===== config.mk =====
export PLATFORM = sky130hd
export DESIGN_NAME = osd_spi_sequencer
export DESIGN_NICKNAME = d
export VERILOG_FILES = /design/src/rtl/osd_spi_sequencer.sv
export SDC_FILE = /design/constraint.sdc
export NUM_CORES = 1
export LEC_CHECK = 0
export BUFFER_PORTS_ARGS = -buffer_cell sky130_fd_sc_hd__buf_2
export CAP_MARGIN = 5
export CORE_ASPECT_RATIO = 1.1
export CORE_MARGIN = 3
export CORE_UTILIZATION = 40
export CTS_BUF_LIST = sky130_fd_sc_hd__clkbuf_4 sky130_fd_sc_hd__clkbuf_8
export DETAILED_ROUTE_END_ITERATION = 12
export MAX_ROUTING_LAYER = met4
export SYNTH_ARGS = -nofsm -noshare
export SYNTH_HDL_FRONTEND = slang
export SYNTH_SLANG_ARGS = --single-unit

===== constraint.sdc =====
create_clock -name pclk -period 2.5 [get_ports pclk]
set_input_delay 0.125 -clock pclk [delete_from_list [all_inputs] [get_ports pclk]]
set_output_delay 0.125 -clock pclk [all_outputs]
set_load 0.02 [all_outputs]

===== src/rtl/osd_spi_sequencer.sv =====
// SPI mode-0 command sequencer for the OSD overlay: arbitrates two requesters and streams payload.
// Define OSD_SEQ_RR_EN for round-robin arbitration; without it requester 0 has fixed priority.
module osd_spi_sequencer #(
  parameter int SCK_DIV     = 2,
  parameter int SS_GAP      = 4,
  parameter int PAYLOAD_LEN = 256
) (
  input  logic       pclk,
  input  logic       reset,
  input  logic       req0_valid,
  input  logic [1:0] req0_op,
  input  logic [2:0] req0_line,
  input  logic       req1_valid,
  input  logic [1:0] req1_op,
  input  logic [2:0] req1_line,
  output logic       req0_ack,
  output logic       req1_ack,
  output logic       req0_done,
  output logic       req1_done,
  output logic       rd_req,
  output logic       rd_sel,
  output logic [7:0] rd_addr,
  input  logic [7:0] rd_data,
  output logic       busy,
  output logic       sck,
  output logic       ss,
  output logic       sdi
);

  localparam int GW = (SS_GAP > 1) ? $clog2(SS_GAP) : 1;
  localparam logic [4:0]    TICK_LAST = 5'(2 * SCK_DIV - 1);
  localparam logic [4:0]    TICK_HIGH = 5'(SCK_DIV);
  localparam logic [4:0]    HOLD_LAST = 5'(SCK_DIV - 1);
  localparam logic [8:0]    BYTE_LAST = 9'(PAYLOAD_LEN);
  localparam logic [GW-1:0] GAP_LAST  = GW'(SS_GAP - 1);

  localparam logic [1:0] OP_DIS = 2'b00;
  localparam logic [1:0] OP_EN  = 2'b01;
  localparam logic [1:0] OP_WR  = 2'b10;
  localparam logic [1:0] OP_RSV = 2'b11;

  typedef enum logic [2:0] {IDLE, GRANT, SHIFT, HOLD, DONE, GAP} state_t;

  state_t          state, state_n;
  logic            owner;
  logic [1:0]      op_q;
  logic [4:0]      tick;
  logic [2:0]      bit_cnt;
  logic [8:0]      cur_byte;
  logic [7:0]      shreg;
  logic [7:0]      next_byte;
  logic            rd_pending;
  logic [GW-1:0]   gap_cnt;
  logic            any_req;
  logic            pick;
  logic [1:0]      pick_op;
  logic [2:0]      pick_line;
  logic [7:0]      cmd_byte;
  logic            bit_end;
  logic            byte_end;
  logic            more;

`ifdef OSD_SEQ_RR_EN
  logic rr_ptr;

  // Pointer names the requester that wins the next simultaneous contention.
  always_ff @(posedge pclk or posedge reset) begin
    if (reset)
      rr_ptr <= 1'b0;
    else if (state == IDLE && any_req)
      rr_ptr <= ~pick;
  end
`endif

  always_comb begin
    any_req = req0_valid | req1_valid;
`ifdef OSD_SEQ_RR_EN
    pick = (req0_valid && req1_valid) ? rr_ptr : !req0_valid;
`else
    pick = !req0_valid;
`endif
    pick_op   = pick ? req1_op : req0_op;
    pick_line = pick ? req1_line : req0_line;
    case (pick_op)
      OP_DIS:  cmd_byte = 8'h40;
      OP_EN:   cmd_byte = 8'h41;
      default: cmd_byte = {5'b00100, pick_line};
    endcase
  end

  assign bit_end  = (tick == TICK_LAST);
  assign byte_end = bit_end && (bit_cnt == 3'd0);
  assign more     = (op_q == OP_WR) && (cur_byte < BYTE_LAST);

  always_ff @(posedge pclk or posedge reset) begin
    if (reset)
      state <= IDLE;
    else
      state <= state_n;
  end

  // GRANT doubles as the first low cycle of the command MSB, so SHIFT resumes at tick 1.
  always_comb begin
    state_n   = state;
    ss        = 1'b1;
    sck       = 1'b0;
    sdi       = 1'b0;
    req0_ack  = 1'b0;
    req1_ack  = 1'b0;
    req0_done = 1'b0;
    req1_done = 1'b0;
    rd_req    = 1'b0;
    busy      = (state != IDLE);
    rd_sel    = owner;
    rd_addr   = cur_byte[7:0];
    case (state)
      IDLE: if (any_req) state_n = GRANT;
      GRANT: begin
        req0_ack = !owner;
        req1_ack = owner;
        if (op_q != OP_RSV) begin
          ss  = 1'b0;
          sdi = shreg[7];
        end
        state_n = (op_q == OP_RSV) ? DONE : SHIFT;
      end
      SHIFT: begin
        ss     = 1'b0;
        sdi    = shreg[7];
        sck    = (tick >= TICK_HIGH);
        rd_req = more && (bit_cnt == 3'd0) && (tick == 5'd0);
        if (byte_end && !more) state_n = HOLD;
      end
      HOLD: begin
        ss  = 1'b0;
        sdi = shreg[7];
        if (tick == HOLD_LAST) state_n = DONE;
      end
      DONE: begin
        req0_done = !owner;
        req1_done = owner;
        state_n   = GAP;
      end
      GAP: if (gap_cnt == GAP_LAST) state_n = IDLE;
      default: state_n = IDLE;
    endcase
  end

  // Fetched byte arrives one cycle after rd_req; with SCK_DIV=1 that is the boundary cycle itself.
  always_ff @(posedge pclk or posedge reset) begin
    if (reset) begin
      owner      <= 1'b0;
      op_q       <= 2'b00;
      tick       <= 5'd0;
      bit_cnt    <= 3'd0;
      cur_byte   <= 9'd0;
      shreg      <= 8'h00;
      next_byte  <= 8'h00;
      rd_pending <= 1'b0;
      gap_cnt    <= '0;
    end else begin
      rd_pending <= rd_req;
      if (rd_pending) next_byte <= rd_data;
      case (state)
        IDLE: begin
          if (any_req) begin
            owner    <= pick;
            op_q     <= pick_op;
            shreg    <= cmd_byte;
            bit_cnt  <= 3'd7;
            cur_byte <= 9'd0;
          end
        end
        GRANT: tick <= 5'd1;
        SHIFT: begin
          if (bit_end) begin
            tick <= 5'd0;
            if (bit_cnt == 3'd0) begin
              bit_cnt  <= 3'd7;
              cur_byte <= cur_byte + 9'd1;
              if (more) shreg <= rd_pending ? rd_data : next_byte;
            end else begin
              bit_cnt <= bit_cnt - 3'd1;
              shreg   <= {shreg[6:0], 1'b0};
            end
          end else begin
            tick <= tick + 5'd1;
          end
        end
        HOLD: tick <= tick + 5'd1;
        DONE: gap_cnt <= '0;
        GAP:  gap_cnt <= gap_cnt + GW'(1);
        default: ;
      endcase
    end
  end

endmodule

==> impl_metrics.toml <==
[clock_tree]
cts_tree = "yes"
clkSinkCount = 42
clock_latency_ns = 0.29
clockRootBuffer = "clkbuf_8"
htreeDepth = 2
cts_buffers = 5
ctsResizeCount = 0
path_clk_slew_ns = 0.08
clock_path_buffers = 2

[logic_synthesis]
synth.yosys.seq_area_share_pct = 41.8
synth_common_cells = "dfrtp_1 (42), a21oi_1 (19), nand2_1 (17)"
synthCells = 249
syn_area_mm2 = 0.00252
syn_area_per_cell_um2 = 10.1
yosys.area.top_type = "dfrtp_1"
ys.flop_type = "dfrtp_1"
synth-edff-count = 0
synth_top_area_share_pct = 41.8
synth_cell_type_count = 51
ys_top_cells_by_area = "dfrtp_1 (42%), mux2i_1 (6.0%), mux2_4 (4.2%)"
yosysMostFrequentCell = "dfrtp_1"
async_reset_ff_share_pct = 100
ys_ff_latch = 42
yosys_warnings = 0
syn_nets = 279

[floorplanning]
rows = 29
die_x_um = 81.6
die-area_mm2 = 0.00728
die_h_um = 89.2
initial_utilization_pct = 42.5
io-pin-count = 40
core_area_mm2 = 0.00591

[critical_path]
critPathKind = "reg -> reg"
crit_path_top_delay_cell = "or4b_4"
critPathMaxFanout = 8
crit_chain = "ha_1 -> or4b_4 -> nor2_8 -> a21o_1 -> mux2_4"
worst-endpoint-arrival_ns = 2.45
cp_slowest_stage_delay_ns = 0.54
reg2reg_to = "shreg[1]"
startpoint_type = "register"
r2r_slack_ns = 0.23
r2r_cells = 5
crit_path_end_kind = "register"
crit_required_ns = 2.68
rr_startpoint = "tick[1]"

[global_route]
track_usage_pct = 16.6
grt_pass1_wl_mm = 8.99
first_global_vias = 1838
overflow = 0
antenna_found_initial = 0
grt_max_degree = 43

[timing]
hold_viol = 0
finalCriticalPeriod_ns = 2.27
worst_pin_slew_ns = 0.622
slew_headroom_pct = 58.4
setup_violations = 0
rsz0062_at_grt = "no"
fin_skew_ns = 0.00436
min_period_over_period_pct = 90.9
finalSetupTns_ns = 0
slew_viol_final = 0
fmax_mhz = 440

[cells_and_area]
num-nets-final = 309
diodes = 0
design_area_mm2 = 0.00281
drive_gt1_share_pct = 28.1
area_growth_pct = 11.6
multi_input_area_mm2 = 0.00128
fillers = 554
finalCoreUtilization_pct = 47.5
seq_area_mm2 = 0.00105

[route]
routed_wl_mm = 5.31
drtPass1Iterations = 4
drtAntennaViolNets = 0
wl_per_cell_um = 15.0
vias_per_cell = 5.37
vias = 1906
drt_iter0_drc = 94
drc = 0

[min_path]
hold_class = "in -> reg"
whs_endpoint = "next_byte[0]"
hold_depth = 2
hold_start = "rd_data[0]"

[place]
placed_area_mm2 = 0.00272
dp_hpwl_mm = 3.78
place_congestion = 0.792
portBuffers = 39

[status]
status = "complete, no violations"

[power_and_ir_drop]
p_leak_uw = 0.00135
peakVddDrop_mv = 0.651
p_per_area_mw_per_mm2 = 1040

[flow_run]
maxCapViolCount = 0
## critical path: cells and delay by family (launching register included)
family	cells	cell delay, ns
adder cells (fa/ha/maj)	1	0.26
AO/OA/AOI/OAI	1	0.43
flip-flops	1	0.43
multiplexers	1	0.34
AND/OR/NAND/NOR	2	0.70
## sequential cells by signal, summed over array words and instances (netlist names)
signal / cells
state: 3
cur_byte: 9
tick: 5
rd_sel: 1
op_q: 2
bit_cnt: 3
next_byte: 8
shreg: 8
gap_cnt: 2
rd_pending: 1
## cells by family (layout without fill, tap and decap cells)
group	Yosys count	count (layout)	synth area share, %
compound gates	59	59	15.0
flops	42	42	41.8
buf+inv	34	63	7.21
simple gates	75	75	17.9
fa+ha+maj	8	8	3.98
mux	31	31	14.2
## cell usage in the layout (no fill, tap or decap), drive strengths merged, types with 3 or more instances in the layout
cell type / netlist / routed
nand2: 17 / 17
clkbuf: 8 / 6
o31ai: 3 / 3
a22o: 4 / 4
a21oi: 19 / 19
nand4: 3 / 3
nand3: 4 / 4
mux2i: 15 / 15
o22ai: 3 / 3
dfrtp: 42 / 42
o21ai: 14 / 14
or3: 7 / 7
nor4b: 3 / 3
nor2: 12 / 12
inv: 10 / 10
ha: 8 / 8
mux2: 16 / 16
nor3: 9 / 9
buf: 16 / 46
a21o: 5 / 5
a31oi: 4 / 4
nor2b: 5 / 5
## worst max-delay path by stage
stage / slack, ns / start / endpoint / cells after the start
after floorplan: 0.53 / tick[1] / shreg[1] / 6
after global placement: 0.30 / tick[1] / shreg[7] / 5
after detailed placement: 0.25 / tick[1] / shreg[1] / 5
after CTS: 0.22 / tick[1] / shreg[1] / 5
after global routing: 0.12 / tick[1] / shreg[5] / 5
final: 0.23 / tick[1] / shreg[1] / 5
## metrics by stage
step           instances  hold WS (ns)  total power [uW]  worst slack, ns
3_5_place_dp         348         0.303              2490            0.246
5_1_grt              355        0.0687              3170            0.124
2_1_floorplan        249         0.288              2190            0.533
4_1_cts              355        0.0749              2940            0.218
3_3_place_gp         348         0.296              2480            0.301
6_report             355        0.0819              2920            0.228
## layer usage
| metal | part of all wire [%] | vias to the layer above | GRT usage [%] |
|---|---|---|---|
| met3 | 2.7 | 7 | 3.63 |
| li1 | - | 945 | - |
| met5 | 0 | - | - |
| met4 | 1.7 | 0 | 6.04 |
| met2 | 47 | 23 | 25.3 |
| met1 | 49 | 931 | 21.9 |
## layout make-up
class                           instances  share of cell area, %
Clock buffer                            6                   2.94
Inverter                               10                   1.34
Multi-Input combinational cell        173                   45.7
Sequential cell                        42                   37.4
Tap cell                               77                   3.43
Timing Repair Buffer                   47                   9.18
## power breakdown
| group | internal (uW) | leakage [uW] | switching [uW] |
|---|---|---|---|
| sequential | 870 | 0.000545 | 232 |
| clock | 213 | 0.0000431 | 226 |
| combinational | 611 | 0.000764 | 766 |
## what timing repair did
| item | 4_1_cts | 5_1_grt |
|---|---|---|
| buffers inserted | 0 | 0 |
| endpoints found under the hold margin | 42 | 0 |
| hold buffers | 1 | 0 |
(Power assumes the default switching activity.)
